### src/rtl/mem_stage_pkg.sv
// Shared types and constants for the memory-access stage: bus layouts,
// memory-op codes and FSM state encoding.
package mem_stage_pkg;

  localparam int DATA_W   = 32;
  localparam int ALU_OP_W = 12;
  localparam int REG_IDX_W = 5;

  // Memory operation codes carried in ex_ctrl_bus.mem_op; unlisted codes act as MEM_NONE
  localparam logic [3:0] MEM_NONE = 4'd0;
  localparam logic [3:0] MEM_LB   = 4'd1;
  localparam logic [3:0] MEM_LBU  = 4'd2;
  localparam logic [3:0] MEM_LH   = 4'd3;
  localparam logic [3:0] MEM_LHU  = 4'd4;
  localparam logic [3:0] MEM_LW   = 4'd5;
  localparam logic [3:0] MEM_SB   = 4'd6;
  localparam logic [3:0] MEM_SH   = 4'd7;
  localparam logic [3:0] MEM_SW   = 4'd8;

  typedef enum logic [1:0] {
    IDLE = 2'd0,
    REQ  = 2'd1,
    WAIT = 2'd2,
    DONE = 2'd3
  } state_e;

  // Execute -> memory bus, MSB first
  typedef struct packed {
    logic [3:0]           mem_op;
    logic [ALU_OP_W-1:0]  alu_op;
    logic                 inst_valid;
    logic [DATA_W-1:0]    imm;
    logic [DATA_W-1:0]    pc;
    logic [DATA_W-1:0]    inst;
    logic [REG_IDX_W-1:0] wreg_index;
    logic                 wreg_en;
    logic [DATA_W-1:0]    src2;
    logic [DATA_W-1:0]    src1;
    logic [DATA_W-1:0]    alu_result;
  } ex_ctrl_t;

  // Memory -> write-back bus, MSB first
  typedef struct packed {
    logic                 ale;
    logic                 inst_valid;
    logic [DATA_W-1:0]    pc;
    logic [DATA_W-1:0]    inst;
    logic [REG_IDX_W-1:0] wreg_index;
    logic                 wreg_en;
    logic [DATA_W-1:0]    result;
  } mem_ctrl_t;

  localparam int EX_CTRL_W  = $bits(ex_ctrl_t);
  localparam int MEM_CTRL_W = $bits(mem_ctrl_t);

endpackage

### src/rtl/mem_align.sv
// Combinational memory formatting: store byte enables and data replication,
// load byte/half extraction with sign or zero extension, misalignment detect.
module mem_align
  import mem_stage_pkg::*;
(
  input  logic [3:0]        mem_op,
  input  logic [1:0]        addr_lo,
  input  logic [DATA_W-1:0] src2,
  input  logic [DATA_W-1:0] rdata,
  output logic              is_mem,
  output logic              is_store,
  output logic              misaligned,
  output logic [3:0]        wstrb,
  output logic [DATA_W-1:0] wdata,
  output logic [DATA_W-1:0] load_data
);

  function automatic logic [DATA_W-1:0] sext8(input logic [7:0] b);
    logic signed [7:0]        s;
    logic signed [DATA_W-1:0] r;
    s = signed'(b);
    r = s;
    return unsigned'(r);
  endfunction

  function automatic logic [DATA_W-1:0] sext16(input logic [15:0] h);
    logic signed [15:0]       s;
    logic signed [DATA_W-1:0] r;
    s = signed'(h);
    r = s;
    return unsigned'(r);
  endfunction

  logic [7:0]  rbyte;
  logic [15:0] rhalf;

  // Pick the addressed byte and halfword lanes out of the read word
  always_comb begin
    rbyte = rdata[7:0];
    case (addr_lo)
      2'd0: rbyte = rdata[7:0];
      2'd1: rbyte = rdata[15:8];
      2'd2: rbyte = rdata[23:16];
      2'd3: rbyte = rdata[31:24];
      default: rbyte = rdata[7:0];
    endcase
    rhalf = addr_lo[1] ? rdata[31:16] : rdata[15:0];
  end

  // Decode the op into request shape, alignment check and load formatting
  always_comb begin
    is_mem     = 1'b0;
    is_store   = 1'b0;
    misaligned = 1'b0;
    wstrb      = 4'b0000;
    wdata      = src2;
    load_data  = rdata;
    case (mem_op)
      MEM_LB: begin
        is_mem    = 1'b1;
        load_data = sext8(rbyte);
      end
      MEM_LBU: begin
        is_mem    = 1'b1;
        load_data = {24'd0, rbyte};
      end
      MEM_LH: begin
        is_mem     = 1'b1;
        misaligned = addr_lo[0];
        load_data  = sext16(rhalf);
      end
      MEM_LHU: begin
        is_mem     = 1'b1;
        misaligned = addr_lo[0];
        load_data  = {16'd0, rhalf};
      end
      MEM_LW: begin
        is_mem     = 1'b1;
        misaligned = |addr_lo;
        load_data  = rdata;
      end
      MEM_SB: begin
        is_mem   = 1'b1;
        is_store = 1'b1;
        wstrb    = 4'b0001 << addr_lo;
        wdata    = {4{src2[7:0]}};
      end
      MEM_SH: begin
        is_mem     = 1'b1;
        is_store   = 1'b1;
        misaligned = addr_lo[0];
        wstrb      = addr_lo[1] ? 4'b1100 : 4'b0011;
        wdata      = {2{src2[15:0]}};
      end
      MEM_SW: begin
        is_mem     = 1'b1;
        is_store   = 1'b1;
        misaligned = |addr_lo;
        wstrb      = 4'b1111;
        wdata      = src2;
      end
      default: begin
        is_mem = 1'b0;
      end
    endcase
  end

endmodule

### src/rtl/mem_stage.sv
// Memory-access pipeline stage. Accepts execute results over a valid/ready
// handshake, runs load/store transactions on a split address/data memory
// port, and hands formatted results to write-back over a second handshake.
// DONE is the "result presented" state: it may accept the next op in the
// same cycle its result drains, which gives one op per cycle for ALU ops.
module mem_stage
  import mem_stage_pkg::*;
(
  input  logic                  clk,
  input  logic                  reset,
  input  logic [EX_CTRL_W-1:0]  ex_ctrl_bus,
  input  logic                  left_valid,
  output logic                  left_ready,
  output logic                  right_valid,
  input  logic                  right_ready,
  output logic [MEM_CTRL_W-1:0] mem_ctrl_bus,
  output logic                  data_req,
  output logic                  data_we,
  output logic [3:0]            data_wstrb,
  output logic [DATA_W-1:0]     data_addr,
  output logic [DATA_W-1:0]     data_wdata,
  input  logic                  data_addr_ok,
  input  logic                  data_data_ok,
  input  logic [DATA_W-1:0]     data_rdata
);

  ex_ctrl_t ex_in;
  assign ex_in = ex_ctrl_t'(ex_ctrl_bus);

  // Fields the memory stage never consumes
  logic unused_fields;
  assign unused_fields = ^{ex_in.alu_op, ex_in.imm, ex_in.src1};

  state_e    state_p0;
  logic      req_p0;
  logic      vld_p1;
  mem_ctrl_t out_p1;

  // Captured memory-op context, valid from accept until the op completes
  logic [3:0]           op_p0;
  logic [DATA_W-1:0]    addr_p0;
  logic                 we_p0;
  logic [3:0]           wstrb_p0;
  logic [DATA_W-1:0]    wdata_p0;
  logic                 iv_p0;
  logic [DATA_W-1:0]    pc_p0;
  logic [DATA_W-1:0]    inst_p0;
  logic [REG_IDX_W-1:0] widx_p0;
  logic                 wen_p0;

  logic fire_in;
  logic busy;
  assign busy       = (state_p0 == REQ) || (state_p0 == WAIT);
  assign left_ready = ((state_p0 == IDLE) || (state_p0 == DONE)) && (!vld_p1 || right_ready);
  assign fire_in    = left_valid && left_ready;

  // While a transaction is outstanding the formatter looks at the captured
  // op; otherwise it decodes the op being offered for acceptance.
  logic [3:0]        al_op;
  logic [1:0]        al_addr_lo;
  logic              al_is_mem;
  logic              al_is_store;
  logic              al_misaligned;
  logic [3:0]        al_wstrb;
  logic [DATA_W-1:0] al_wdata;
  logic [DATA_W-1:0] al_load;

  assign al_op      = busy ? op_p0 : ex_in.mem_op;
  assign al_addr_lo = busy ? addr_p0[1:0] : ex_in.alu_result[1:0];

  mem_align u_align (
    .mem_op     (al_op),
    .addr_lo    (al_addr_lo),
    .src2       (ex_in.src2),
    .rdata      (data_rdata),
    .is_mem     (al_is_mem),
    .is_store   (al_is_store),
    .misaligned (al_misaligned),
    .wstrb      (al_wstrb),
    .wdata      (al_wdata),
    .load_data  (al_load)
  );

  // ALU ops, misaligned accesses: address / ALU result passes straight through
  mem_ctrl_t pass_out;
  // Completed memory ops: loads report formatted data, stores report the address
  mem_ctrl_t mem_out;

  always_comb begin
    pass_out            = '0;
    pass_out.ale        = al_misaligned;
    pass_out.inst_valid = ex_in.inst_valid;
    pass_out.pc         = ex_in.pc;
    pass_out.inst       = ex_in.inst;
    pass_out.wreg_index = ex_in.wreg_index;
    pass_out.wreg_en    = al_is_store ? 1'b0 : ex_in.wreg_en;
    pass_out.result     = ex_in.alu_result;

    mem_out             = '0;
    mem_out.ale         = 1'b0;
    mem_out.inst_valid  = iv_p0;
    mem_out.pc          = pc_p0;
    mem_out.inst        = inst_p0;
    mem_out.wreg_index  = widx_p0;
    mem_out.wreg_en     = wen_p0;
    mem_out.result      = we_p0 ? addr_p0 : al_load;
  end

  // ---- stage p0: capture accepted op and shape the memory request ----
  always_ff @(posedge clk) begin
    if (fire_in) begin
      op_p0    <= ex_in.mem_op;
      addr_p0  <= ex_in.alu_result;
      we_p0    <= al_is_store;
      wstrb_p0 <= al_wstrb;
      wdata_p0 <= al_wdata;
      iv_p0    <= ex_in.inst_valid;
      pc_p0    <= ex_in.pc;
      inst_p0  <= ex_in.inst;
      widx_p0  <= ex_in.wreg_index;
      wen_p0   <= al_is_store ? 1'b0 : ex_in.wreg_en;
    end
  end

  // ---- stage p1: control FSM and registered write-back output ----
  always_ff @(posedge clk) begin
    if (reset) begin
      state_p0 <= IDLE;
      req_p0   <= 1'b0;
      vld_p1   <= 1'b0;
      out_p1   <= '0;
    end else begin
      case (state_p0)
        IDLE, DONE: begin
          if (fire_in) begin
            if (!al_is_mem || al_misaligned) begin
              state_p0 <= DONE;
              vld_p1   <= 1'b1;
              out_p1   <= pass_out;
            end else begin
              state_p0 <= REQ;
              req_p0   <= 1'b1;
              vld_p1   <= 1'b0;
            end
          end else if (state_p0 == DONE && right_ready) begin
            state_p0 <= IDLE;
            vld_p1   <= 1'b0;
          end
        end
        REQ: begin
          if (data_addr_ok) begin
            req_p0 <= 1'b0;
            if (data_data_ok) begin
              state_p0 <= DONE;
              vld_p1   <= 1'b1;
              out_p1   <= mem_out;
            end else begin
              state_p0 <= WAIT;
            end
          end
        end
        WAIT: begin
          if (data_data_ok) begin
            state_p0 <= DONE;
            vld_p1   <= 1'b1;
            out_p1   <= mem_out;
          end
        end
        default: begin
          state_p0 <= IDLE;
          req_p0   <= 1'b0;
          vld_p1   <= 1'b0;
        end
      endcase
    end
  end

  assign right_valid  = vld_p1;
  assign mem_ctrl_bus = out_p1;
  assign data_req     = req_p0;
  assign data_we      = we_p0;
  assign data_wstrb   = wstrb_p0;
  assign data_addr    = addr_p0;
  assign data_wdata   = wdata_p0;

endmodule
### config.mk
export PLATFORM = sky130hd
export DESIGN_NAME = mem_stage
export DESIGN_NICKNAME = d
export VERILOG_FILES = /design/src/rtl/mem_stage_pkg.sv /design/src/rtl/mem_align.sv /design/src/rtl/mem_stage.sv
export SDC_FILE = /design/constraint.sdc
export NUM_CORES = 1
export LEC_CHECK = 0
export ABC_AREA = 1
export BUFFER_PORTS_ARGS = -buffer_cell sky130_fd_sc_hd__buf_2
export CORE_AREA = 2 2 165 167
export DETAILED_ROUTE_END_ITERATION = 6
export DIE_AREA = 0 0 167 169
export GPL_TIMING_DRIVEN = 0
export PLACE_DENSITY = 0.83
export SLEW_MARGIN = 20
export SYNTH_ARGS = -nofsm -noshare
export SYNTH_HDL_FRONTEND = slang
export SYNTH_SLANG_ARGS = --single-unit
### constraint.sdc
create_clock -name clk -period 6.2 [get_ports clk]
set_input_delay 1.24 -clock clk [delete_from_list [all_inputs] [get_ports clk]]
set_output_delay 1.24 -clock clk [all_outputs]
set_load 0.02 [all_outputs]
* Yosys cells after proc, flatten, opt, wreduce, memory -nomap -nowiden
Cells that the tools add are included.
** Storage, ports and cells
- Register bits :: 252
** Cells by class
- Equal/unequal tests :: 20
- Shift operators :: 1
- Reductions and logical operators :: 22
- Multiplexer cells :: 35
** Operators with widths (number)
- $mux 104 :: 4
- $pmux 104 s3 :: 1
- $pmux 32 s4 :: 1
- $pmux 32 s2 :: 1
- $mux 32 :: 1
- $pmux 8 s4 :: 1
- $eq 4x3->1 const B :: 4
- $mux 16 :: 1
- $mux 1 :: 12
- $mux 2 :: 6
- $pmux 4 s3 :: 1
- $ne 2x2->1 const B :: 5
- $eq 2x2->1 const B :: 4
- $eq 4x2->1 const B :: 2
- $mux 4 :: 2
- $reduce_or 8->1 :: 1
- $pmux 2 s3 :: 1
- $reduce_and 3->1 :: 2
- $reduce_or 2->1 :: 3
- $reduce_or 3->1 :: 2
- $eq 2x1->1 const B :: 2
- $eq 4x1->1 const B :: 1
- $eq 4x4->1 const B :: 1
- $logic_not 2->1 :: 2
- 10 further kinds :: 17

* Logic depth before layout (Yosys ltp)
Gate-level depths: netlist (run 1).
- Depth in word-level cells :: 11
- Depth in mapped cells :: 18
- Mapped depth without buffers :: 15

* Cells and area by module
A second synthesis (run 1) with hierarchy kept.
** Second synthesis, totals
- Cell total of the unflattened synthesis :: 1447
- Area, all modules :: 11797.6 µm²
** By module, submodules not included
- mem_stage :: area each 10229.8 µm², instances 1, cells each 1121
- mem_align :: area each 1567.8 µm², instances 1, cells each 326

* Least setup slack after synthesis (run 1)
OpenSTA, ideal clock, no wires.
- Path kind :: input to register
- Start :: input right_ready
- End :: register out_p1 (netlist bit mem_ctrl_bus[63])
- Slack :: 1673 ps
- Arrival time :: 4409 ps
- Stages :: 11
- Library setup time :: 118 ps
- Cell sequence :: inv_1 -> a21oi_2 -> nand2_1 -> inv_2 -> o21ai_1 -> a21oi_4 -> nand2_4 -> inv_2 -> buf_4 -> buf_6 -> a21oi_2
** Between the ends
- Cells in the longest elaborated chain, start to end :: 5
** Ends and longest elaborated chain
- start, declared :: RTL line mem_stage.sv:15 : input logic right_ready,
- $logic_or 1x1->1 :: RTL line mem_stage.sv:54 : assign left_ready = ((state_p0 == IDLE) || (state_p0 == DONE)) && (!vld_p1 || right_ready);
- $logic_and 1x1->1 :: RTL line mem_stage.sv:54
- via left_ready :: RTL line mem_stage.sv:13 : output logic left_ready,
- $logic_and 1x1->1 :: RTL line mem_stage.sv:55 : assign fire_in = left_valid && left_ready;
- via fire_in :: RTL line mem_stage.sv:51 : logic fire_in;
- $ne 2x2->1 (no line)
- $reduce_and 3->1 (no line)
- end signal, assigned :: RTL line mem_stage.sv:139 : out_p1 <= pass_out;
- end signal, assigned :: RTL line mem_stage.sv:156 : out_p1 <= mem_out;
- end signal, assigned :: RTL line mem_stage.sv:166 : out_p1 <= mem_out;
- end, declared :: RTL line mem_stage.sv:37 : mem_ctrl_t out_p1;
The timed path passes the listed nets, and every way through them passes these cells.
A chain may end at the register's enable or synchronous reset.

* Worst setup path in the final report (run 1)
- Start :: register state_p0[0]
- End :: register out_p1 (netlist bit mem_ctrl_bus[68])
** RTL lines
- start, declared :: RTL line mem_stage.sv:34 : state_e state_p0;
- start signal, assigned :: RTL line mem_stage.sv:128 : state_p0 <= IDLE;
- start signal, assigned :: RTL line mem_stage.sv:137 : state_p0 <= DONE;
- start signal, assigned :: RTL line mem_stage.sv:141 : state_p0 <= REQ;
- $eq 2x2->1 / $logic_not 2->1 (equally long branches) :: RTL line mem_stage.sv:54
- $logic_or 1x1->1 (*) :: RTL line mem_stage.sv:54
- $logic_and 1x1->1 (*) :: RTL line mem_stage.sv:54
- $logic_and 1x1->1 (*) :: RTL line mem_stage.sv:55
- via fire_in :: RTL line mem_stage.sv:51
- $ne 2x2->1 (no line) (*)
- $reduce_and 3->1 (no line) (*)
The timed path passes the listed nets; every way through them passes the cells marked *.

==> report_table.html, run 1 <==
<table>
<tr><th>Metric</th><th>Value</th></tr>
<tr><th colspan="2">Die</th></tr>
<tr><td>Site row count</td><td>60</td></tr>
<tr><td>Y dimension of the die</td><td>169 µm</td></tr>
<tr><td>Overall die area</td><td>0.0282 mm²</td></tr>
<tr><td>Area inside the core boundary</td><td>around 0.027 mm²</td></tr>
<tr><td>Boundary Pins</td><td>429</td></tr>
<tr><td>Starting utilization of the core area</td><td>44.1%</td></tr>
<tr><td>Die width</td><td>167 µm</td></tr>
<tr><th colspan="2">Synthesis</th></tr>
<tr><td>Distinct cell type count after synthesis</td><td>33</td></tr>
<tr><td>Fraction of the yosys area taken by sequential cells</td><td>55.6%</td></tr>
<tr><td>Number of warnings issued by yosys</td><td>0</td></tr>
<tr><td>Mapped Area</td><td>between 0.01 and 0.015 mm²</td></tr>
<tr><td>Post-synthesis instance total</td><td>approximately 1300</td></tr>
<tr><td>Total nets after synthesis</td><td>1601</td></tr>
<tr><td>Synth Register Bits</td><td>252</td></tr>
<tr><td>Average instance area after synthesis</td><td>just under 9 µm²</td></tr>
<tr><th colspan="2">CTS</th></tr>
<tr><td>Number of buffers added by the clock tree synthesis step</td><td>27</td></tr>
<tr><td>CTS clk-pin slew, worst paths</td><td>roughly 0.060 ns</td></tr>
<tr><td>Number of levels the H-tree was split into</td><td>1</td></tr>
<tr><td>Number of buffers inserted for hold repair after clock tree synthesis</td><td>0</td></tr>
<tr><td>Clk root buf</td><td>clkbuf_16</td></tr>
<tr><td>Post-cts resize count</td><td>0</td></tr>
<tr><td>Clock latency on the worst-skew pair</td><td>0.54 ns</td></tr>
<tr><td>Clk sink count</td><td>252</td></tr>
<tr><td>CTS tree</td><td>built</td></tr>
<tr><td>Number of buffers inserted by post-CTS setup repair</td><td>0</td></tr>
<tr><td>CTS max path bufs</td><td>3</td></tr>
<tr><th colspan="2">Power</th></tr>
<tr><td>Peak supply drop</td><td>roughly 0.35 mV</td></tr>
<tr><td>PnR Total Power</td><td>8.96 mW</td></tr>
<tr><td>Leakage power of the design</td><td>7.33 nW</td></tr>
<tr><td>Cell Pwr Density</td><td>606 mW/mm²</td></tr>
<tr><th colspan="2">Placed design</th></tr>
<tr><td>Global placement routability congestion</td><td>0.899</td></tr>
<tr><td># placed instances</td><td>2039</td></tr>
<tr><td>Number of port buffers</td><td>352</td></tr>
<tr><td>Total half-perimeter wirelength after legalization and detailed placement</td><td>slightly below 30000 µm</td></tr>
<tr><th colspan="2">Global route</th></tr>
<tr><td>Vias in the first global route</td><td>10700</td></tr>
<tr><td>Total overflow reported by the global router</td><td>0</td></tr>
<tr><td>Global-route wire length before repair</td><td>between 50000 and 60000 µm</td></tr>
<tr><td>Total global-route track usage</td><td>about 27%</td></tr>
<tr><td>Maximum number of pins on one net before global-route repair</td><td>81</td></tr>
<tr><td>Number of antenna violations at the first check in global routing</td><td>11</td></tr>
<tr><th colspan="2">Worst setup path</th></tr>
<tr><td>Delay-heaviest family, CP</td><td>buffers and inverters</td></tr>
<tr><td>Arrival time of data at the critical path endpoint</td><td>around 4.2 ns</td></tr>
<tr><td>WP buf/inv</td><td>9</td></tr>
<tr><td>Kind of launch point of the worst setup path</td><td>flop</td></tr>
<tr><td>Critical path class</td><td>flop to flop</td></tr>
<tr><td>Worst endpoint required time</td><td>6.63 ns</td></tr>
<tr><td>Critical Path Max Stage Delay</td><td>0.38 ns</td></tr>
<tr><td>Worst-path cell chain</td><td>inv_1 &gt; ha_1 &gt; buf_4 &gt; inv_4 &gt; buf_6 &gt; a21oi_2 &gt; nand2_1 &gt; inv_8 &gt; buf_16 &gt; o21ai_1 &gt; a21oi_4 &gt; nand2_4 &gt; inv_2 &gt; buf_4 &gt; buf_6 &gt; a21oi_2</td></tr>
<tr><td>Kind of end point of the critical path</td><td>flop</td></tr>
<tr><td>Register-to-register path setup slack</td><td>2.47 ns</td></tr>
<tr><td>Worst-path maximum fanout</td><td>80</td></tr>
<tr><td>Cell type of the slowest stage on the worst timing path</td><td>inv_8</td></tr>
<tr><th colspan="2">Finish</th></tr>
<tr><td>Final net count</td><td>between 1500 and 2000</td></tr>
<tr><td>Number of standard cells in the final layout excluding fillers</td><td>2097</td></tr>
<tr><td>Proportion of layout cells with a drive suffix above 1</td><td>between 20% and 30%</td></tr>
<tr><td>Count of filler cells inserted in the layout</td><td>~2400</td></tr>
<tr><td>Commonest cells after routing, fill and taps aside</td><td>nand2_1, buf_2, inv_1, edfxtp_1, nor2_1</td></tr>
<tr><td>Most frequent standard cell in the layout excluding fill and tap cells</td><td>nand2_1</td></tr>
<tr><td>Area added between synthesis and finish</td><td>26.7%</td></tr>
<tr><th colspan="2">Route</th></tr>
<tr><td>Number of DRC markers after the initial detailed-route iteration</td><td>a little over 800</td></tr>
<tr><td>Count of TritonRoute iterations in the first routing pass</td><td>5</td></tr>
<tr><td>Remaining design rule violation count</td><td>0</td></tr>
<tr><td>Number of vias after detailed routing</td><td>between 10000 and 15000</td></tr>
<tr><td>Detailed-route wire length</td><td>between 30000 and 40000 µm</td></tr>
<tr><td>Average routed wire per standard cell</td><td>18.8 µm</td></tr>
<tr><td>Via density</td><td>5.19</td></tr>
<tr><td>Antenna Violating Nets Remaining</td><td>0</td></tr>
<tr><th colspan="2">STA</th></tr>
<tr><td>Clock tree skew after final layout</td><td>0.0104 ns</td></tr>
<tr><td>Final hold violations</td><td>0</td></tr>
<tr><td>Worst-case headroom to the max-slew limit</td><td>48.6%</td></tr>
<tr><td>Minimum period implied by the final worst setup slack</td><td>3.73 ns</td></tr>
<tr><td>Setup-failing EPs final</td><td>0</td></tr>
<tr><td>Setup repair after global routing missed its margin</td><td>no</td></tr>
<tr><td>Accumulated negative setup slack</td><td>0 ns</td></tr>
<tr><td>Period utilisation layout</td><td>60.1%</td></tr>
<tr><td>Number of pins with negative max-slew slack in the final report</td><td>0</td></tr>
<tr><td>Worst hold margin</td><td>approximately 0.46 ns</td></tr>
<tr><td>Slew of the pin with the lowest slew margin</td><td>0.771 ns</td></tr>
<tr><td>Upper clock frequency limit</td><td>0.268 GHz</td></tr>
<tr><th colspan="2">Job</th></tr>
<tr><td>Count of max-cap constraint violations</td><td>0</td></tr>
<tr><th colspan="2">Worst hold path</th></tr>
<tr><td>Hold/Removal Path Class</td><td>flop to flop</td></tr>
<tr><th colspan="2">Run status</th></tr>
<tr><td>Status</td><td>finished, final reports clean</td></tr>
</table>
[flip-flops by register name, indices dropped and copies added, names as in the netlist, 4 cells and up]
name,flops
pc_p0,32
mem_ctrl_bus,104
inst_p0,32
data_wdata,32
widx_p0,5
data_wstrb,4
op_p0,4
data_addr,32
[power breakdown]
| part | switching (mW) | internal [mW] | total (mW) |
|---|---|---|---|
| Clock | 0.670 | 0.934 | 1.60 |
| Sequential | 0.213 | 2.38 | 2.59 |
| Combinational | 3.28 | 1.49 | 4.77 |
| Total | 4.17 | 4.80 | 8.96 |
[path summary, 6_finish.rpt]
| path | start | to | cells past startpoint |
|---|---|---|---|
| setup reg to reg | state_p0[0] | mem_ctrl_bus[68] | 16 |
| hold reg to reg | mem_ctrl_bus[103] | mem_ctrl_bus[103] | 2 |
| setup / recovery | state_p0[0] | mem_ctrl_bus[68] | 16 |
| hold / removal | mem_ctrl_bus[103] | mem_ctrl_bus[103] | 2 |
[area by class of cell]
class                           instances  area (µm²)  area share, %
Timing Repair Buffer                  353        1790           12.1
Tap cell                              341         427           2.88
Multi-Input combinational cell        868        4250           28.7
Inverter                              154         588           3.98
Clock inverter                         11         111          0.753
Clock buffer                           39         761           5.14
Sequential cell                       252        6490           43.9
Antenna cell                            8        20.0          0.135
Buffer                                 71         362           2.44
[logic make-up (layout without fill, tap and decap cells)]
group	after synthesis	count (layout)	share of synthesized area (%)
flops	252	252	55.6
buf+inv	225	628	8.07
mux	70	70	6.00
fa+ha+maj	3	3	0.322
compound gates	171	171	8.17
other cells	0	8	0
simple gates	624	624	21.9
[layer usage]
metal / GRT usage [%] / vias up / wire length, µm
met2: 45.5 / 533 / 18600
met5: 0 / - / 37
li1: - / 5145 / -
met4: 11.8 / 6 / 1750
met3: 7.22 / 118 / 3710
met1: 31.9 / 5073 / 15400
[worst reg2reg max path, stage by stage, from the launching register on]
cell     delay (ns)
dfxtp_1        0.37
inv_1          0.08
ha_1           0.28
buf_4          0.16
inv_4          0.07
buf_6          0.15
a21oi_2        0.12
nand2_1        0.17
inv_8          0.38
buf_16         0.39
o21ai_1        0.22
a21oi_4        0.33
nand2_4        0.18
inv_2          0.22
buf_4          0.24
buf_6          0.20
a21oi_2        0.07
[synthesized netlist by cell type, drive strengths merged]
cell type  number  share of area [%]
a31oi           2               0.11
ha              3               0.32
o211ai         13               0.84
mux2i          70                6.0
nand3b          2               0.13
a21boi          1              0.064
dfxtp         108                 19
clkbuf         37                1.2
nand3          67                2.9
or2            15               0.80
nand4          15               0.93
a21oi         107                5.0
buf            34                1.9
o221ai          1              0.075
edfxtp        144                 37
inv           154                5.0
nand2         405                 13
nor2          120                4.0
o21ai          47                2.0
[metrics by stage]
stage	cell area (µm²)	worst slack, ns	utilization (%)
floorplan	11700	1.67	-
global placement	13900	0.319	52.3
detailed placement	13900	2.07	52.5
CTS	14800	2.33	55.7
global route	14800	2.19	55.8
finish	14800	2.47	55.8
(Power assumes the default switching activity.)
==> inputs of run 2 (changes only) <==
ABC_AREA = 0   (was 1)
clock period = 3.8 ns   (was 6.2 ns; I/O delays follow)
==> run 2 against run 1 <==
Register-to-register slack got worse by 2.2 ns; clock power increased by 67%; via count decreased by 9.0%; power increased by 74%; combinational power increased by 81%; synthesized cell count decreased by 30%; count of clock-buffer cells in the layout decreased by 8.
==> report_table.html, run 2 <==
<table>
<tr><th>Metric</th><th>Value</th></tr>
<tr><th colspan="2">Run status</th></tr>
<tr><td>Status</td><td>finished, final reports clean (unchanged)</td></tr>
<tr><th colspan="2">CTS</th></tr>
<tr><td>CTS max path bufs</td><td>3 (unchanged)</td></tr>
<tr><td>Number of buffers added by the clock tree synthesis step</td><td>27 (unchanged)</td></tr>
<tr><td>Clk sink count</td><td>252 (unchanged)</td></tr>
<tr><td>CTS clk-pin slew, worst paths</td><td>0.07 ns (was 0.06 ns)</td></tr>
<tr><td>Clk root buf</td><td>clkbuf_16 (unchanged)</td></tr>
<tr><td>CTS tree</td><td>built (unchanged)</td></tr>
<tr><td>Number of buffers inserted by post-CTS setup repair</td><td>0 (unchanged)</td></tr>
<tr><td>Number of levels the H-tree was split into</td><td>1 (unchanged)</td></tr>
<tr><td>Clock latency on the worst-skew pair</td><td>0.55 ns (was 0.54 ns)</td></tr>
<tr><td>Number of buffers inserted for hold repair after clock tree synthesis</td><td>0 (unchanged)</td></tr>
<tr><th colspan="2">Synthesis</th></tr>
<tr><td>Most used standard cells in the synthesized netlist</td><td>edfxtp_1, a21oi_1, dfxtp_1 (was nand2_1, inv_1, edfxtp_1)</td></tr>
<tr><td>Total nets after synthesis</td><td>1199 (was 1601)</td></tr>
<tr><td>Distinct cell type count after synthesis</td><td>73 (was 33)</td></tr>
<tr><td>Yosys top cell area share</td><td>37.1% (was 37.0%)</td></tr>
<tr><td>Number of warnings issued by yosys</td><td>0 (unchanged)</td></tr>
<tr><td>Synth area leader</td><td>edfxtp_1 (unchanged)</td></tr>
<tr><td>Most frequent cell after synthesis</td><td>edfxtp_1 (was nand2_1)</td></tr>
<tr><td>Average instance area after synthesis</td><td>12.4 µm² (was 8.68 µm²)</td></tr>
<tr><td>Synth Register Bits</td><td>252 (unchanged)</td></tr>
<tr><td>Async set-or-reset flop fraction in the synthesized netlist</td><td>0% (unchanged)</td></tr>
<tr><td>Post-synthesis instance total</td><td>943 (was 1345)</td></tr>
<tr><td>Fraction of the yosys area taken by sequential cells</td><td>55.6% (about the same)</td></tr>
<tr><td>Main flop type after synthesis</td><td>edfxtp_1 (unchanged)</td></tr>
<tr><td>Mapped Area</td><td>0.0117 mm² (about the same)</td></tr>
<tr><td>Main area contributors after synthesis</td><td>edfxtp_1, dfxtp_1, mux2i_1, a211oi_2, a21oi_1 (was edfxtp_1, dfxtp_1, nand2_1, mux2i_1, inv_1)</td></tr>
<tr><td>Number of enable flip-flop cells after synthesis</td><td>144 (unchanged)</td></tr>
<tr><th colspan="2">Die</th></tr>
<tr><td>Starting utilization of the core area</td><td>44.0% (was 44.1%)</td></tr>
<tr><td>Boundary Pins</td><td>429 (unchanged)</td></tr>
<tr><td>Overall die area</td><td>0.0282 mm² (unchanged)</td></tr>
<tr><td>Y dimension of the die</td><td>169 µm (unchanged)</td></tr>
<tr><td>Area inside the core boundary</td><td>0.0265 mm² (unchanged)</td></tr>
<tr><td>Site row count</td><td>60 (unchanged)</td></tr>
<tr><td>Die width</td><td>167 µm (unchanged)</td></tr>
<tr><th colspan="2">Worst hold path</th></tr>
<tr><td>Hold/Removal Path Class</td><td>input pin to flop (was flop to flop)</td></tr>
<tr><td>Hold path depth</td><td>1 (was 2)</td></tr>
<tr><th colspan="2">Route</th></tr>
<tr><td>Via density</td><td>5.82 (was 5.19)</td></tr>
<tr><td>Detailed-route wire length</td><td>38900 µm (was 39500 µm)</td></tr>
<tr><td>Antenna Violating Nets Remaining</td><td>0 (unchanged)</td></tr>
<tr><td>Number of DRC markers after the initial detailed-route iteration</td><td>939 (was 829)</td></tr>
<tr><td>Remaining design rule violation count</td><td>0 (unchanged)</td></tr>
<tr><td>Count of TritonRoute iterations in the first routing pass</td><td>7 (was 5)</td></tr>
<tr><td>Number of vias after detailed routing</td><td>9892 (was 10900)</td></tr>
<tr><td>Average routed wire per standard cell</td><td>22.9 µm (was 18.8 µm)</td></tr>
<tr><th colspan="2">Placed design</th></tr>
<tr><td>Dpl ws</td><td>0.0888 ns (was 2.07 ns)</td></tr>
<tr><td>Total half-perimeter wirelength after legalization and detailed placement</td><td>29000 µm (was 29200 µm)</td></tr>
<tr><td># placed instances</td><td>1638 (was 2039)</td></tr>
<tr><td>Number of port buffers</td><td>352 (unchanged)</td></tr>
<tr><td>Global placement routability congestion</td><td>0.936 (was 0.899)</td></tr>
<tr><td>Area after detailed placement</td><td>0.0139 mm² (about the same)</td></tr>
<tr><th colspan="2">Global route</th></tr>
<tr><td>Busiest layer in global routing</td><td>met2 (unchanged)</td></tr>
<tr><td>Met1 Track Usage GR</td><td>34.0% (was 31.9%)</td></tr>
<tr><td>Global-route wire length before repair</td><td>57800 µm (was 59100 µm)</td></tr>
<tr><td>Maximum number of pins on one net before global-route repair</td><td>58 (was 81)</td></tr>
<tr><td>Vias in the first global route</td><td>9830 (was 10700)</td></tr>
<tr><td>Total overflow reported by the global router</td><td>0 (unchanged)</td></tr>
<tr><td>GR Layer Usage met3</td><td>6.64% (was 7.22%)</td></tr>
<tr><td>Number of antenna violations at the first check in global routing</td><td>16 (was 11)</td></tr>
<tr><td>Total global-route track usage</td><td>26.2% (was 26.8%)</td></tr>
<tr><td>GR Layer Usage met2</td><td>41.6% (was 45.5%)</td></tr>
<tr><th colspan="2">Power</th></tr>
<tr><td>Combinational group share of total power</td><td>55.1% (was 53.2%)</td></tr>
<tr><td>Peak supply drop</td><td>0.566 mV (was 0.349 mV)</td></tr>
<tr><td>Internal power</td><td>8.54 mW (was 4.80 mW)</td></tr>
<tr><td>Sequential fraction of design power</td><td>27.8% (was 28.9%)</td></tr>
<tr><td>PnR Total Power</td><td>15.6 mW (was 8.96 mW)</td></tr>
<tr><td>Switching part of the total power</td><td>45.4% (was 46.5%)</td></tr>
<tr><td>Leakage power of the design</td><td>6.18 nW (was 7.33 nW)</td></tr>
<tr><td>Clk network pwr share</td><td>17.1% (was 17.9%)</td></tr>
<tr><td>Reported net switching power</td><td>7.10 mW (was 4.17 mW)</td></tr>
<tr><td>Cell Pwr Density</td><td>1050 mW/mm² (was 606 mW/mm²)</td></tr>
<tr><th colspan="2">STA</th></tr>
<tr><td>Setup-failing EPs final</td><td>0 (unchanged)</td></tr>
<tr><td>Setup slack of the critical path after layout</td><td>0.174 ns (was 2.47 ns)</td></tr>
<tr><td>Accumulated negative setup slack</td><td>0 ns (unchanged)</td></tr>
<tr><td>Clock tree skew after final layout</td><td>0.0108 ns (was 0.0104 ns)</td></tr>
<tr><td>Period utilisation layout</td><td>between 90% and 100%</td></tr>
<tr><td>Upper clock frequency limit</td><td>approximately 0.28 GHz</td></tr>
<tr><td>Worst-case headroom to the max-slew limit</td><td>41.3% (was 48.6%)</td></tr>
<tr><td>Slew of the pin with the lowest slew margin</td><td>0.856 ns (was 0.771 ns)</td></tr>
<tr><td>Final hold violations</td><td>0 (unchanged)</td></tr>
<tr><td>Setup repair after global routing missed its margin</td><td>no (unchanged)</td></tr>
<tr><td>Number of pins with negative max-slew slack in the final report</td><td>0 (unchanged)</td></tr>
<tr><td>Minimum period implied by the final worst setup slack</td><td>3.63 ns</td></tr>
<tr><th colspan="2">Worst setup path</th></tr>
<tr><td>Kind of launch point of the worst setup path</td><td>flop (unchanged)</td></tr>
<tr><td>Arrival time of data at the critical path endpoint</td><td>2.87 ns (was 4.16 ns)</td></tr>
<tr><td>Depth of the worst register-to-register path</td><td>11 (was 16)</td></tr>
<tr><td>Worst-path maximum fanout</td><td>19 (was 80)</td></tr>
<tr><td>Critical path class</td><td>flop to output port (was flop to flop)</td></tr>
<tr><td>Kind of end point of the critical path</td><td>output port (was flop)</td></tr>
<tr><td>Worst endpoint required time</td><td>3.04 ns (was 6.63 ns)</td></tr>
<tr><th colspan="2">Finish</th></tr>
<tr><td>Final standard cell area without fillers</td><td>0.0148 mm² (about the same)</td></tr>
<tr><td>Area added between synthesis and finish</td><td>27.3% (was 26.7%)</td></tr>
<tr><td>Flip-flop count of the largest register after layout</td><td>104 (unchanged)</td></tr>
<tr><td>FF/Latch Area</td><td>0.00649 mm² (unchanged)</td></tr>
<tr><td>Multi-input gate area</td><td>0.00472 mm² (was 0.00425 mm²)</td></tr>
<tr><td>Number of standard cells in the final layout excluding fillers</td><td>1701 (was 2097)</td></tr>
<tr><td>Final net count</td><td>1581 (was 1983)</td></tr>
<tr><td>Most frequent standard cell in the layout excluding fill and tap cells</td><td>buf_2 (was nand2_1)</td></tr>
<tr><td>Commonest cells after routing, fill and taps aside</td><td>buf_2, edfxtp_1, a21oi_1, dfxtp_1, mux2i_1 (was nand2_1, buf_2, inv_1, edfxtp_1, nor2_1)</td></tr>
<tr><td>Proportion of layout cells with a drive suffix above 1</td><td>40.9% (was 26.8%)</td></tr>
<tr><td>Count of filler cells inserted in the layout</td><td>2215 (was 2379)</td></tr>
<tr><th colspan="2">Job</th></tr>
<tr><td>Count of max-cap constraint violations</td><td>0 (unchanged)</td></tr>
</table>
-- run 2: cell count changes after synthesis, moves of 21 or more --
| cell | delta |
|---|---|
| mux2_2 | +28 |
| nor2_1 | -95 |
| a211oi_1 | +27 |
| nand3_1 | -58 |
| inv_1 | -134 |
| nand2_1 | -343 |
| a21oi_1 | +21 |
| a211oi_2 | +59 |
| o21ai_0 | -25 |
-- run 2: metrics by stage --
step,utilization (%),hold WS [ns]
final,56.0,0.395
after global routing,56.0,0.378
after detailed placement,52.5,0.466
after floorplan,-,0.511
after global placement,52.3,0.456
after CTS,55.9,0.370
-- run 2: cell type report --
class | instances | area share (%)
clock buffer | 31 | 4.86
tap | 341 | 2.87
timing repair buffer | 354 | 12.2
clock inverter | 19 | 1.20
sequential | 252 | 43.7
multi-input combinational | 599 | 31.8
inverter | 14 | 0.354
buffer | 77 | 2.75
antenna | 14 | 0.236
-- run 2: cell families (layout without fill, tap and decap cells) --
family          Yosys count  in the layout  synth area share [%]
flops                   252            252                  55.6
fa+ha+maj                 3              3                 0.322
mux                     119            119                  11.2
buf+inv                  92            495                  3.95
xor+xnor                  2              2                 0.150
simple gates            135            135                  5.78
other cells               0             14                     0
compound gates          340            340                  23.0
-- run 2: power by group through the flow --
stage,sequential [mW],clock (mW),combinational [mW]
after floorplan,5.09,0,5.28
after global placement,4.39,0,8.25
after detailed placement,4.39,0,8.52
after CTS,4.34,2.71,8.55
after global routing,4.42,2.81,9.19
final,4.36,2.67,8.61
-- run 2: what timing repair did --
| action | CTS | global route |
|---|---|---|
| endpoints found under the setup margin | 1 | 1 |
| gates cloned | 0 | 0 |
| resized for setup | 1 | 1 |
| pin swaps | 0 | 0 |
-- run 2: worst max-delay path, stage by stage (launching register included) --
cell and delay, ns:
dfxtp_1 0.39, inv_1 0.06, ha_1 0.33, buf_6 0.16
buf_6 0.15, buf_4 0.19, clkbuf_4 0.31, clkbuf_2 0.34
and2_1 0.21, buf_2 0.17
-- run 2: worst paths after layout --
path | slack [ns] | endpoint | from
worst min-delay path | 0.40 | data_addr[12] | ex_ctrl_bus[12]
worst max-delay path | 0.17 | left_ready | state_p0[0]
worst min register to register | 0.47 | mem_ctrl_bus[2] | mem_ctrl_bus[2]
worst max register to register | 0.27 | mem_ctrl_bus[2] | state_p0[0]
-- run 2: routing by layer --
metal | share of wire (%) | up-vias
li1 | - | 4481
met1 | 40 | 4793
met2 | 46 | 503
met3 | 8.9 | 111
met4 | 4.6 | 4
met5 | 0.072 | -
==> inputs of run 3 (changes only) <==
clock period = 3.99 ns   (was 3.8 ns; I/O delays follow)
==> run 3 against run 2 <==
Clock skew increased by 0.0050 ns; worst hold slack improved by 0.038 ns; setup slack improved by 0.015 ns; critical endpoint unchanged; clock power increased by 3%; die area unchanged; largest cell class unchanged; core utilization increased by 0.28 points.
==> report_table.html, run 3 (synthesis results as in run 2) <==
<table>
<tr><th>Metric</th><th>Value</th></tr>
<tr><th colspan="2">Route</th></tr>
<tr><td>Detailed-route wire length</td><td>39500 µm (was 38900 µm)</td></tr>
<tr><td>Antenna Violating Nets Remaining</td><td>0 (unchanged)</td></tr>
<tr><td>Count of TritonRoute iterations in the first routing pass</td><td>7 (unchanged)</td></tr>
<tr><td>Remaining design rule violation count</td><td>0 (unchanged)</td></tr>
<tr><td>Average routed wire per standard cell</td><td>23.3 µm (was 22.9 µm)</td></tr>
<tr><td>Number of DRC markers after the initial detailed-route iteration</td><td>1069 (was 939)</td></tr>
<tr><td>Number of vias after detailed routing</td><td>10100 (was 9892)</td></tr>
<tr><td>Via density</td><td>5.92 (was 5.82)</td></tr>
<tr><th colspan="2">CTS</th></tr>
<tr><td>Number of buffers inserted by post-CTS setup repair</td><td>0 (unchanged)</td></tr>
<tr><td>CTS clk-pin slew, worst paths</td><td>0.06 ns (was 0.07 ns)</td></tr>
<tr><td>Post-cts resize count</td><td>1 (unchanged)</td></tr>
<tr><td>CTS max path bufs</td><td>3 (unchanged)</td></tr>
<tr><td>CTS tree</td><td>built (unchanged)</td></tr>
<tr><td>Clk sink count</td><td>252 (unchanged)</td></tr>
<tr><td>Clock latency on the worst-skew pair</td><td>0.56 ns (was 0.55 ns)</td></tr>
<tr><td>Number of levels the H-tree was split into</td><td>1 (unchanged)</td></tr>
<tr><td>Number of buffers inserted for hold repair after clock tree synthesis</td><td>0 (unchanged)</td></tr>
<tr><td>Number of buffers added by the clock tree synthesis step</td><td>28 (was 27)</td></tr>
<tr><td>Clk root buf</td><td>clkbuf_16 (unchanged)</td></tr>
<tr><th colspan="2">Job</th></tr>
<tr><td>Count of max-cap constraint violations</td><td>0 (unchanged)</td></tr>
<tr><th colspan="2">Power</th></tr>
<tr><td>Leakage power of the design</td><td>6.22 nW (was 6.18 nW)</td></tr>
<tr><td>Sequential fraction of design power</td><td>27.5% (was 27.8%)</td></tr>
<tr><td>Switching part of the total power</td><td>44.9% (was 45.4%)</td></tr>
<tr><td>Reported net switching power</td><td>6.80 mW (was 7.10 mW)</td></tr>
<tr><td>Cell Pwr Density</td><td>1010 mW/mm² (was 1050 mW/mm²)</td></tr>
<tr><td>Combinational group share of total power</td><td>54.3% (was 55.1%)</td></tr>
<tr><td>Internal power</td><td>8.34 mW (was 8.54 mW)</td></tr>
<tr><td>Clk network pwr share</td><td>18.1% (was 17.1%)</td></tr>
<tr><td>Peak supply drop</td><td>0.599 mV (was 0.566 mV)</td></tr>
<tr><th colspan="2">Finish</th></tr>
<tr><td>Number of standard cells in the final layout excluding fillers</td><td>1699 (was 1701)</td></tr>
<tr><td>Share of the core filled with cells in the final layout</td><td>56.3% (was 56.0%)</td></tr>
<tr><td>Commonest cells after routing, fill and taps aside</td><td>buf_2, edfxtp_1, a21oi_1, dfxtp_1, mux2i_1 (unchanged)</td></tr>
<tr><td>Area added between synthesis and finish</td><td>27.9% (was 27.3%)</td></tr>
<tr><td>Final standard cell area without fillers</td><td>0.0149 mm² (was 0.0148 mm²)</td></tr>
<tr><td>Most frequent standard cell in the layout excluding fill and tap cells</td><td>buf_2 (unchanged)</td></tr>
<tr><td>Flip-flop count of the largest register after layout</td><td>104 (unchanged)</td></tr>
<tr><td>Count of filler cells inserted in the layout</td><td>2217 (was 2215)</td></tr>
<tr><td>Final net count</td><td>1582 (was 1581)</td></tr>
<tr><td>Proportion of layout cells with a drive suffix above 1</td><td>41.1% (was 40.9%)</td></tr>
<tr><th colspan="2">Placed design</th></tr>
<tr><td>Global placement routability congestion</td><td>0.919 (was 0.936)</td></tr>
<tr><td>Area after detailed placement</td><td>0.0139 mm² (unchanged)</td></tr>
<tr><td>Number of port buffers</td><td>352 (unchanged)</td></tr>
<tr><td># placed instances</td><td>1638 (unchanged)</td></tr>
<tr><td>Total half-perimeter wirelength after legalization and detailed placement</td><td>29200 µm (was 29000 µm)</td></tr>
<tr><th colspan="2">Die</th></tr>
<tr><td>Site row count</td><td>60 (unchanged)</td></tr>
<tr><td>Boundary Pins</td><td>429 (unchanged)</td></tr>
<tr><td>Starting utilization of the core area</td><td>44.0% (unchanged)</td></tr>
<tr><td>Y dimension of the die</td><td>169 µm (unchanged)</td></tr>
<tr><td>Die width</td><td>167 µm (unchanged)</td></tr>
<tr><td>Overall die area</td><td>0.0282 mm² (unchanged)</td></tr>
<tr><td>Area inside the core boundary</td><td>0.0265 mm² (unchanged)</td></tr>
<tr><th colspan="2">Global route</th></tr>
<tr><td>Total global-route track usage</td><td>26.5% (was 26.2%)</td></tr>
<tr><td>Global-route wire length before repair</td><td>58400 µm (was 57800 µm)</td></tr>
<tr><td>Total overflow reported by the global router</td><td>0 (unchanged)</td></tr>
<tr><td>Vias in the first global route</td><td>9992 (was 9830)</td></tr>
<tr><td>Number of antenna violations at the first check in global routing</td><td>15 (was 16)</td></tr>
<tr><td>Maximum number of pins on one net before global-route repair</td><td>55 (was 58)</td></tr>
<tr><th colspan="2">Worst setup path</th></tr>
<tr><td>Kind of end point of the critical path</td><td>output port (unchanged)</td></tr>
<tr><td>Worst-path maximum fanout</td><td>19 (unchanged)</td></tr>
<tr><td>Kind of launch point of the worst setup path</td><td>flop (unchanged)</td></tr>
<tr><td>Critical path class</td><td>flop to output port (unchanged)</td></tr>
<tr><td>Arrival time of data at the critical path endpoint</td><td>3.00 ns (was 2.87 ns)</td></tr>
<tr><td>Worst endpoint required time</td><td>3.19 ns (was 3.04 ns)</td></tr>
<tr><th colspan="2">STA</th></tr>
<tr><td>Clock tree skew after final layout</td><td>0.0157 ns (was 0.0108 ns)</td></tr>
<tr><td>Final hold violations</td><td>0 (unchanged)</td></tr>
<tr><td>Number of pins with negative max-slew slack in the final report</td><td>0 (unchanged)</td></tr>
<tr><td>Period utilisation layout</td><td>95.3%</td></tr>
<tr><td>Setup-failing EPs final</td><td>0 (unchanged)</td></tr>
<tr><td>Upper clock frequency limit</td><td>0.263 GHz</td></tr>
<tr><td>Worst-case headroom to the max-slew limit</td><td>41.1% (was 41.3%)</td></tr>
<tr><td>Setup repair after global routing missed its margin</td><td>no (unchanged)</td></tr>
<tr><td>Slew of the pin with the lowest slew margin</td><td>0.859 ns (was 0.856 ns)</td></tr>
<tr><td>Minimum period implied by the final worst setup slack</td><td>3.80 ns</td></tr>
<tr><td>Accumulated negative setup slack</td><td>0 ns (unchanged)</td></tr>
<tr><th colspan="2">Run status</th></tr>
<tr><td>Status</td><td>finished, final reports clean (unchanged)</td></tr>
<tr><th colspan="2">Worst hold path</th></tr>
<tr><td>Hold/Removal Path Class</td><td>input pin to flop (unchanged)</td></tr>
</table>
run 3: cell count changes in the layout (fill, tap and decap cells not counted), sizes merged:
cell	previous run	this run
clkinvlp	4	3
clkbuf	79	82
inv	18	15
buf	383	384
bufinv	2	4
diode	14	10
run 3: path summary, 6_finish.rpt:
path	start	end	slack, ns	depth (start not counted)
setup / recovery	state_p0[0]	left_ready	0.19	9
hold / removal	ex_ctrl_bus[11]	data_addr[11]	0.43	1
setup reg to reg	state_p0[0]	inst_p0[9]	0.45	9
hold reg to reg	mem_ctrl_bus[2]	mem_ctrl_bus[2]	0.47	2
run 3: per-layer routing:
layer,vias up,share of wire (%),GRT usage (%)
met4,10,4.5,12.2
li1,4473,-,-
met1,4871,39,33.5
met5,-,0.15,0
met2,569,46,42.8
met3,128,10,7.08
run 3: area by class of cell:
class	instances	area, µm²	area share, %
sequential	252	6490	43.5
multi-input combinational	599	4720	31.6
timing repair buffer	354	1820	12.2
clock buffer	35	778	5.21
tap	341	427	2.86
buffer	77	405	2.72
clock inverter	17	210	1.41
inverter	14	52.6	0.352
antenna	10	25.0	0.168
run 3: worst max-delay path: stages (launching register included):
cell	delay [ns]
dfxtp_1	0.39
inv_1	0.07
ha_1	0.32
buf_6	0.16
buf_6	0.16
buf_4	0.21
buf_2	0.40
clkbuf_2	0.39
and2_1	0.17
buf_2	0.18
run 3: through the flow:
stage | setup WS [ns] | total power, mW | hold WS (ns)
after floorplan | 0.00910 | 9.90 | 0.511
after global placement | -1.51 | 12.1 | 0.462
after detailed placement | 0.0760 | 12.3 | 0.464
after CTS | 0.218 | 15.1 | 0.413
after global routing | 0.0314 | 15.9 | 0.414
final | 0.189 | 15.1 | 0.433
run 3: power by group through the flow:
stage | clock network (mW) | logic (mW) | registers, mW
after floorplan | 0 | 5.03 | 4.87
after global placement | 0 | 7.89 | 4.23
after detailed placement | 0 | 8.12 | 4.19
after CTS | 2.78 | 8.14 | 4.15
after global routing | 2.89 | 8.75 | 4.23
final | 2.75 | 8.23 | 4.17
